`src/rtl/block_led_fader.sv`:
```
// LED fade engine: per-channel target registers written over the SPI strobe bus,
// with live duty ramped toward each target on a prescaled scan tick.

module fader_lane (
    input  logic       clk,
    input  logic       rst_n,
    input  logic       wr_tgt,
    input  logic       snap,
    input  logic [7:0] wdata,
    input  logic       upd,
    input  logic [7:0] step,
    output logic [7:0] cur,
    output logic       match
);
    logic [7:0] tgt;
    logic [8:0] up_gap, dn_gap;
    logic [7:0] nxt;

    assign up_gap = {1'b0, tgt} - {1'b0, cur};
    assign dn_gap = {1'b0, cur} - {1'b0, tgt};
    assign match  = (cur == tgt);

    // Step size is clamped to the remaining gap so the ramp lands exactly on target.
    always_comb begin
        nxt = cur;
        if (cur < tgt)
            nxt = cur + ((step < up_gap[7:0]) ? step : up_gap[7:0]);
        else if (cur > tgt)
            nxt = cur - ((step < dn_gap[7:0]) ? step : dn_gap[7:0]);
    end

    always_ff @(posedge clk) begin
        if (!rst_n) begin
            tgt <= 8'h00;
            cur <= 8'h00;
        end else begin
            if (wr_tgt)
                tgt <= wdata;
            if (wr_tgt && snap)
                cur <= wdata;
            else if (upd)
                cur <= nxt;
        end
    end
endmodule

module block_led_fader #(
    parameter int CHANNELS = 7,
    parameter int PRESCALE = 256
) (
    input  logic                  clk,
    input  logic                  rst_n,
    input  logic [7:0]            address_in,
    input  logic [7:0]            data_in,
    input  logic                  data_ready,
    output logic [8*CHANNELS-1:0] duty_cycle_out,
    output logic                  settled
);
    localparam int CW = $clog2(255 * PRESCALE) + 1;
    localparam logic [0:0] S_IDLE = 1'b0;
    localparam logic [0:0] S_SCAN = 1'b1;

    logic [7:0]                rate, step;
    logic [CW-1:0]             cnt, term;
    logic                      tick, rate_wr, step_wr;
    logic [0:0]                state;
    logic [2:0]                idx;
    logic [CHANNELS-1:0][7:0]  cur;
    logic [CHANNELS-1:0]       match;

    assign rate_wr = data_ready && (address_in == 8'd8);
    assign step_wr = data_ready && (address_in == 8'd9);
    assign term    = CW'(rate) * CW'(PRESCALE) - CW'(1);
    assign tick    = (rate != 8'h00) && (cnt == term);

    always_ff @(posedge clk) begin
        if (!rst_n) begin
            rate <= 8'h00;
            step <= 8'h01;
        end else begin
            if (rate_wr)
                rate <= data_in;
            if (step_wr)
                step <= (data_in == 8'h00) ? 8'h01 : data_in;
        end
    end

    // Snap mode parks the prescaler; any RATE write restarts the tick period.
    always_ff @(posedge clk) begin
        if (!rst_n)
            cnt <= '0;
        else if (rate_wr || rate == 8'h00 || cnt == term)
            cnt <= '0;
        else
            cnt <= cnt + CW'(1);
    end

    always_ff @(posedge clk) begin
        if (!rst_n) begin
            state <= S_IDLE;
            idx   <= 3'd0;
        end else if (state == S_IDLE) begin
            if (tick) begin
                state <= S_SCAN;
                idx   <= 3'd0;
            end
        end else if (idx == 3'(CHANNELS - 1)) begin
            state <= S_IDLE;
            idx   <= 3'd0;
        end else begin
            idx <= idx + 3'd1;
        end
    end

    genvar i;
    generate
        for (i = 0; i < CHANNELS; i++) begin : g_lane
            fader_lane u_lane (
                .clk    (clk),
                .rst_n  (rst_n),
                .wr_tgt (data_ready && (address_in == 8'(i + 1))),
                .snap   (rate == 8'h00),
                .wdata  (data_in),
                .upd    ((state == S_SCAN) && (idx == 3'(i))),
                .step   (step),
                .cur    (cur[i]),
                .match  (match[i])
            );
        end
    endgenerate

    assign duty_cycle_out = cur;
    assign settled        = &match;
endmodule

```
`config.mk`:
```
export PLATFORM = sky130hd
export DESIGN_NAME = block_led_fader
export DESIGN_NICKNAME = d
export VERILOG_FILES = /design/src/rtl/block_led_fader.sv
export SDC_FILE = /design/constraint.sdc
export NUM_CORES = 1
export LEC_CHECK = 0
export BUFFER_PORTS_ARGS = -buffer_cell sky130_fd_sc_hd__buf_2
export CAP_MARGIN = 10
export CORE_ASPECT_RATIO = 1.75
export CORE_MARGIN = 5
export CORE_UTILIZATION = 30
export DETAILED_ROUTE_END_ITERATION = 16
export MAX_ROUTING_LAYER = met4
export PLACE_DENSITY = 0.56
export SYNTH_ARGS = -nofsm -noshare
export SYNTH_HDL_FRONTEND = slang
export SYNTH_SLANG_ARGS = --single-unit
```
`constraint.sdc`:
```
create_clock -name clk -period 7.36 [get_ports clk]
set_clock_uncertainty 0.05 [all_clocks]
set_input_delay 1.104 -clock clk [delete_from_list [all_inputs] [get_ports clk]]
set_output_delay 1.104 -clock clk [all_outputs]
set_load 0.03 [all_outputs]
```
==> run summary, run 1 <==
Outcome: finished clean
Port buffer count: 75
DRT Pass-1 Iters: 5
Cells after synthesis: 2300
Commonest cells after routing, fill and taps aside: 285 x nor2_1, 262 x ha_1, 186 x inv_1
Worst-Skew Late Latency: 0.47 ns
Final worst-path cycle share: 88.9%
Fin area: 0.0195 mm^2
Cell area after synthesis: 0.0178 mm^2
Minimum clock period: 6.54 ns
Net Count, Synth: 2602
Commonest non-fill, non-tap cell in the layout: nor2_1
Worst EP arrival: 6.86 ns
Final net count: 2615
Sequential fraction of the synthesis area: 16.8%
Resize count post-CTS: 0
Worst slew margin: 27.4%
Initial antenna violation count: 0
Net Sw Frac: 33.8%
Drt drc: 0
Antenna Cells: 0
Postcts setup bufs: 0
Drt first-iter violations: 845
Worst-Margin Slew: 1.09 ns
I/O pins: 76
Reg2reg setup slack: 0.82 ns
RR Startpoint: g_lane[3].u_lane.cur[1]
Wire per inst: 19.7 um
CTS tree: yes
VDD IR max: 167 uV
Vias in the first global route: 16540
Seq pwr share: 36.6%
Grt ovf: 0
Final Max Slew Viols: 0
Register area: 0.00298 mm^2
Leak: 8.28 nW
Final setup TNS: 0 ns
#FFs+latches synth: 149
Mean Syn Cell Area: 7.74 um^2
Yosys warning count: 0
Worst R2R End: g_lane[3].u_lane.cur[7]
Number of cells on the worst reg-to-reg path: 29
DRT Wirelength: 61200 um
Final setup viols: 0
Initial core utilization: 30.1%
CTS clk-pin slew, worst paths: 0.08 ns
PwrDens: 113 mW/mm^2
Post-CTS Hold Buffers: 0
Clk buf depth: 2
Root Driver: clkbuf_16
Placed inst area: 0.0189 mm^2
Tightest Hold Check Type: reg -> reg
Filler Cells Inserted: 6337
Area of the core: 0.0591 mm^2
Internal: 1.46 mW
CTS buffer count: 17
Die Span X: 194 um
Crit. End Element: flip-flop
Total die area: 0.0645 mm^2
Rows: 118
DR vias: 16670
Crit Path Category: reg -> reg
WHS Endpoint: cnt[0]
Area of the multi-input gates: 0.0137 mm^2
EDFF count, synth: 0
Routed Antenna Nets: 0
Vias per cell: 5.37
RSZ-0062 raised after global routing: no
Clock Sinks: 149
Hold Fails Final Rpt: 0
CP peak stage delay: 0.51 ns
WP data required: 7.68 ns
Layout cells sized above 1: 8.73%
Clock network fraction of total power: 42.1%
Slowest cell on crit path: dfxtp_1
Cell mode on critical path: ha_1
Placed wire-length estimate: 47200 um
Startpoint types: flip-flop
Tot GR Track Use: 18.9%
Ys flop type: dfxtp_1
First-pass GRT wire length: 93800 um
Height of the die: 332 um
Hold Crit Start: cnt[0]
Largest fanout on the critical path: 15
Htree depth: 4
Max Cap Viol: 0
Area grow syn2layout: 9.74%
Gpl congestion: 0.957
Psw: 0.745 mW
Maximum clock rate: 153 MHz
Netlist cell types: 85
Pin count of the biggest net entering global routing: 80
Hold path depth: 1
Fraction of registers with async set/reset: 0%
Comb pwr share: 21.3%
-- cell families after synthesis --
group,synth area share (%)
AO/OA/AOI/OAI,20.9
XOR/XNOR,8.17
adder cells (fa/ha/maj),20.8
buffers and inverters,6.72
flip-flops,16.8
multiplexers,8.81
AND/OR/NAND/NOR,17.9
-- flip-flops by register name (all words and copies together), names as in the netlist --
name               count
g_lane.u_lane.cur     56
step                   8
rate                   8
state                  1
idx                    3
cnt                   17
g_lane.u_lane.tgt     56
-- worst max-delay path by stage --
stage	depth (start not counted)	endpoint	from
after floorplan	29	g_lane[3].u_lane.cur[7]	g_lane[3].u_lane.cur[1]
after global placement	29	g_lane[3].u_lane.cur[7]	g_lane[3].u_lane.cur[1]
after detailed placement	29	g_lane[3].u_lane.cur[7]	g_lane[3].u_lane.cur[1]
after CTS	29	g_lane[3].u_lane.cur[7]	g_lane[3].u_lane.cur[1]
after global routing	29	g_lane[3].u_lane.cur[7]	g_lane[3].u_lane.cur[1]
final	29	g_lane[3].u_lane.cur[7]	g_lane[3].u_lane.cur[1]
-- critical path, delay by kind of cell (launching register included) --
kind / cells / cell delay, ns
and+or+nand+nor: 6 / 0.94
buffers and inverters: 3 / 0.45
adders and majority gates: 4 / 1.19
AOI/OAI and AO/OA: 13 / 2.67
xor gates and xnor gates: 2 / 0.26
muxes: 1 / 0.36
DFF: 1 / 0.51
-- per-layer routing --
layer  part of all wire, %  vias to the layer above  track usage [%]
met5                     0                        -                -
met4                   7.4                        0             12.3
met3                   3.3                      183             2.28
met2                    52                      375             34.6
met1                    38                     8031             18.8
li1                      -                     8081                -
-- cell usage after synthesis (all sizes together), types with 9 or more instances --
cell / count / share of area [%]
nor2: 285 / 6.0
fa: 21 / 2.4
nand2: 126 / 2.7
a21oi: 159 / 4.5
a21boi: 12 / 0.51
or3: 12 / 0.42
xor2: 56 / 2.8
nor3b: 9 / 0.44
inv: 188 / 4.0
a21o: 44 / 1.9
nand3: 32 / 0.90
mux2i: 133 / 7.5
o211ai: 48 / 2.0
a31oi: 12 / 0.42
mux2: 21 / 1.3
nand4: 27 / 0.95
o21bai: 10 / 0.42
xnor2: 110 / 5.4
buf: 24 / 0.82
a211oi: 50 / 2.1
o21a: 42 / 1.8
ha: 262 / 18
nor3: 51 / 1.5
nor2b: 39 / 1.4
o31a: 10 / 0.49
or2: 17 / 0.60
o21ai: 125 / 3.5
and3: 14 / 0.49
dfxtp: 149 / 17
nand2b: 31 / 1.1
clkbuf: 87 / 1.9
-- metrics by stage --
step           total power, mW  cells  hold slack (ns)  setup slack, ns  util, %
5_1_grt                   2.30   3106            0.449            0.239     33.1
3_3_place_gp              1.29   3074            0.392             1.05     32.1
3_5_place_dp              1.29   3074            0.409            0.879     32.1
2_1_floorplan             1.17   2300            0.376             1.02        -
6_report                  2.21   3106            0.418            0.820     33.1
4_1_cts                   2.23   3106            0.427            0.830     33.1
-- area by class of cell --
| cell class | count | area share, % |
|---|---|---|
| timing repair buffer | 105 | 3.07 |
| tap | 780 | 5.00 |
| clock inverter | 15 | 0.909 |
| sequential | 149 | 15.3 |
| multi-input combinational | 1850 | 69.9 |
| inverter | 190 | 3.66 |
| clock buffer | 17 | 2.18 |
-- power groups by stage --
stage,combinational (mW),sequential (mW),clock [mW]
after floorplan,0.347,0.828,0
final,0.469,0.808,0.929
after detailed placement,0.465,0.827,0
after CTS,0.468,0.808,0.955
after global placement,0.459,0.827,0
after global routing,0.513,0.808,0.980
(Power assumes the default switching activity.)
==> run 2, diff against run 1 <==
--- a/config.mk
+++ b/config.mk
@@ -5,6 +5,7 @@
 export SDC_FILE = /design/constraint.sdc
 export NUM_CORES = 1
 export LEC_CHECK = 0
+export ABC_AREA = 1
 export BUFFER_PORTS_ARGS = -buffer_cell sky130_fd_sc_hd__buf_2
 export CAP_MARGIN = 10
 export CORE_ASPECT_RATIO = 1.75
@@ -12,7 +13,8 @@
 export CORE_UTILIZATION = 30
 export DETAILED_ROUTE_END_ITERATION = 16
 export MAX_ROUTING_LAYER = met4
-export PLACE_DENSITY = 0.56
+export PLACE_DENSITY = 0.46
+export SLEW_MARGIN = 15
 export SYNTH_ARGS = -nofsm -noshare
 export SYNTH_HDL_FRONTEND = slang
 export SYNTH_SLANG_ARGS = --single-unit
==> run 2 against run 1 <==
Clock power is 4.4% higher; core utilization rose by 0.29 points; register-to-register slack better by 0.88 ns; synthesized cell count up 22%; worst setup slack gained 0.88 ns; combinational power grew 23%; count of clock-buffer cells in the layout increased by 1; final area shrank 0.49%.
==> run summary, run 2 <==
Resize count post-CTS: 0 (unchanged)
EDFF count, synth: 0 (unchanged)
RR Startpoint: g_lane[2].u_lane.cur[4] (was g_lane[3].u_lane.cur[1])
Crit. End Element: flip-flop (unchanged)
Port buffer count: 75 (unchanged)
Cells after synthesis: 2798 (was 2300)
Vias in the first global route: 17777 (was 16540)
Max Cap Viol: 0 (unchanged)
RSZ-0062 raised after global routing: no (unchanged)
Slowest cell on crit path: dfxtp_1 (unchanged)
Root Driver: clkbuf_16 (unchanged)
Adder-cell share of the synthesized area: 21.0% (was 20.8%)
Tightest Hold Check Type: reg -> reg (unchanged)
First-pass GRT wire length: 99000 um (was 93800 um)
Leak: 9.30 nW (was 8.28 nW)
Commonest non-fill, non-tap cell in the layout: nand2_1 (was nor2_1)
Crit Path Category: reg -> reg (unchanged)
Area grow syn2layout: 10.2% (was 9.74%)
Top-count cell post-synth: nand2_1 (was nor2_1)
Total die area: 0.0640 mm^2 (was 0.0645 mm^2)
Largest registers: g_lane.u_lane.cur: 56 flops, g_lane.u_lane.tgt: 56 flops, cnt: 17 flops (unchanged)
Startpoint types: flip-flop (unchanged)
Drt first-iter violations: 1058 (was 845)
Cell mode on critical path: nand2_1 (was ha_1)
Postcts setup bufs: 0 (unchanged)
Worst slew margin: 27.9% (was 27.4%)
Initial core utilization: 30.3% (was 30.1%)
PwrDens: 121 mW/mm^2 (was 113 mW/mm^2)
Layout cells sized above 1: 6.30% (was 8.73%)
Post-synthesis simple-gate area fraction: 26.4% (was 17.9%)
Most frequent cells after synthesis: 706 x nand2_1, 460 x inv_1, 262 x ha_1 (was 285 x nor2_1, 262 x ha_1, 186 x inv_1)
CP peak stage delay: 0.44 ns (was 0.51 ns)
Final setup viols: 0 (unchanged)
Wire per inst: 18.0 um (was 19.7 um)
I/O pins: 76 (unchanged)
Worst EP arrival: 5.99 ns (was 6.86 ns)
Register area: 0.00298 mm^2 (about the same)
WP data required: 7.69 ns (was 7.68 ns)
Final net count: 3132 (was 2615)
Fin area: 0.0194 mm^2 (was 0.0195 mm^2)
Area leader, netlist: ha_1 (unchanged)
Finished Layout Cells: 3617 (was 3106)
DRT Pass-1 Iters: 5 (unchanged)
DRT Wirelength: 65200 um (was 61200 um)
#FFs+latches synth: 149 (unchanged)
Final worst-path cycle share: 76.9% (was 88.9%)
CTS clk-pin slew, worst paths: 0.08 ns (about the same)
Net Count, Synth: 3100 (was 2602)
Hold Fails Final Rpt: 0 (unchanged)
Mux contribution to synthesized area: 0% (was 8.81%)
WHS Endpoint: cnt[0] (unchanged)
Yosys top cell area share: 18.6% (was 18.4%)
Rows: 117 (was 118)
Placed inst area: 0.0188 mm^2 (was 0.0189 mm^2)
Utilization after layout: 33.4% (was 33.1%)
Number of cells on the worst reg-to-reg path: 34 (was 29)
Final Max Slew Viols: 0 (unchanged)
Clk buf depth: 2 (unchanged)
CTS tree: yes (unchanged)
Largest family of logic cells by synthesized area: simple AND/OR/NAND/NOR gates (was compound AO/OA/AOI/OAI gates)
Area of the core: 0.0583 mm^2 (was 0.0591 mm^2)
Worst R2R End: g_lane[2].u_lane.cur[7] (was g_lane[3].u_lane.cur[7])
Yosys warning count: 0 (unchanged)
Worst-Skew Late Latency: 0.45 ns (was 0.47 ns)
Mean Syn Cell Area: 6.31 um^2 (was 7.74 um^2)
Drt drc: 0 (unchanged)
Ys flop type: dfxtp_1 (unchanged)
Hold slack final: 0.407 ns (was 0.418 ns)
Minimum clock period: 5.66 ns (was 6.54 ns)
Worst-Margin Slew: 1.08 ns (was 1.09 ns)
Placed wire-length estimate: 51600 um (was 47200 um)
Tot GR Track Use: 20.4% (was 18.9%)
Pin count of the biggest net entering global routing: 77 (was 80)
Netlist cell types: 46 (was 85)
Fraction of registers with async set/reset: 0% (unchanged)
Area of the multi-input gates: 0.0126 mm^2 (was 0.0137 mm^2)
Vias per cell: 4.93 (was 5.37)
Hold Crit Start: cnt[0] (unchanged)
Maximum clock rate: 177 MHz (was 153 MHz)
Final setup TNS: 0 ns (unchanged)
Filler Cells Inserted: 6560 (was 6337)
Grt ovf: 0 (unchanged)
Clock Sinks: 149 (unchanged)
Reg2reg setup slack: 1.70 ns (was 0.82 ns)
Placed insts: 3584 (was 3074)
Post-CTS Hold Buffers: 0 (unchanged)
Commonest cells after routing, fill and taps aside: 706 x nand2_1, 459 x inv_1, 262 x ha_1 (was 285 x nor2_1, 262 x ha_1, 186 x inv_1)
Htree depth: 4 (unchanged)
VDD IR max: 144 uV (was 167 uV)
CTS buffer count: 17 (unchanged)
Die Span X: 193 um (was 194 um)
Hold path depth: 1 (unchanged)
DR vias: 17837 (was 16670)
Compound-Gate Fraction of Synth Area: 17.9% (was 20.9%)
Gpl congestion: 0.925 (was 0.957)
Cell area after synthesis: 0.0176 mm^2 (was 0.0178 mm^2)
Post-synthesis xor/xnor area fraction: 5.96% (was 8.17%)
Routed Antenna Nets: 0 (unchanged)
Outcome: finished clean (unchanged)
Sequential fraction of the synthesis area: 16.9% (was 16.8%)
Height of the die: 331 um (was 332 um)
Synth top area cells: ha_1 19%, dfxtp_1 17%, nand2_1 15%, inv_1 9.8%, a21oi_1 6.6% (was ha_1 18%, dfxtp_1 17%, mux2i_1 7.5%, nor2_1 6.0%, xnor2_1 5.4%)
Initial antenna violation count: 1 (was 0)
Largest fanout on the critical path: 10 (was 15)
==> run 2: cell count changes after synthesis, sizes merged, moves of 75 or more <==
| cell | change |
|---|---|
| nor2 | -139 |
| nand3 | +121 |
| inv | +284 |
| nand2 | +590 |
| a21oi | +75 |
| o21ai | +108 |
| mux2i | -133 |
==> run 2: worst max-delay path: cells and delay by family, from the launching register on <==
kind,cells,cell delay (ns)
AOI/OAI and AO/OA,10,1.72
adders and majority gates,4,1.18
buffers and inverters,3,0.23
DFF,1,0.44
and+or+nand+nor,17,1.96
==> run 2: metrics by stage <==
step                setup WS, ns  power (mW)
finish                      1.70        2.36
global route                1.07        2.48
CTS                         1.69        2.38
detailed placement          1.73        1.40
global placement            1.76        1.40
floorplan                   2.36        1.26
==> run 2: area by class of cell <==
| type | count | area share [%] |
|---|---|---|
| multi-input combinational | 2094 | 64.6 |
| sequential | 149 | 15.3 |
| inverter | 472 | 9.11 |
| tap | 773 | 4.97 |
| timing repair buffer | 96 | 2.74 |
| clock buffer | 18 | 2.26 |
| clock inverter | 14 | 0.965 |
| antenna | 1 | 0.0129 |
==> run 2: layer usage <==
metal  vias to the layer above  share of wire, %  GRT usage (%)
li1                       9162                 -              -
met1                      8219                41           21.8
met2                       335                53           38.9
met3                       121               2.4           1.68
met4                         0               4.3           8.24
met5                         -                 0              -
==> run 2: worst max-delay path by stage <==
stage,from,endpoint,slack [ns]
after floorplan,g_lane[6].u_lane.cur[4],g_lane[6].u_lane.cur[7],2.36
final,g_lane[2].u_lane.cur[4],g_lane[2].u_lane.cur[7],1.70
after global routing,g_lane[6].u_lane.cur[4],g_lane[6].u_lane.cur[7],1.07
after global placement,g_lane[2].u_lane.cur[1],g_lane[2].u_lane.cur[7],1.76
after CTS,g_lane[2].u_lane.cur[4],g_lane[2].u_lane.cur[7],1.69
after detailed placement,g_lane[2].u_lane.cur[4],g_lane[2].u_lane.cur[7],1.73
==> run 2: where the power goes <==
| group | leakage [nW] | internal (mW) | switching [mW] |
|---|---|---|---|
| Combinational | 7.79 | 0.193 | 0.384 |
| Sequential | 1.20 | 0.807 | 0.00188 |
| Clock | 0.307 | 0.527 | 0.443 |
==> run 2: kinds of logic after synthesis <==
logic type                 Yosys count
AOI/OAI and AO/OA                  585
xor gates and xnor gates           120
adders and majority gates          283
buffers and inverters              555
DFF                                149
and+or+nand+nor                   1106
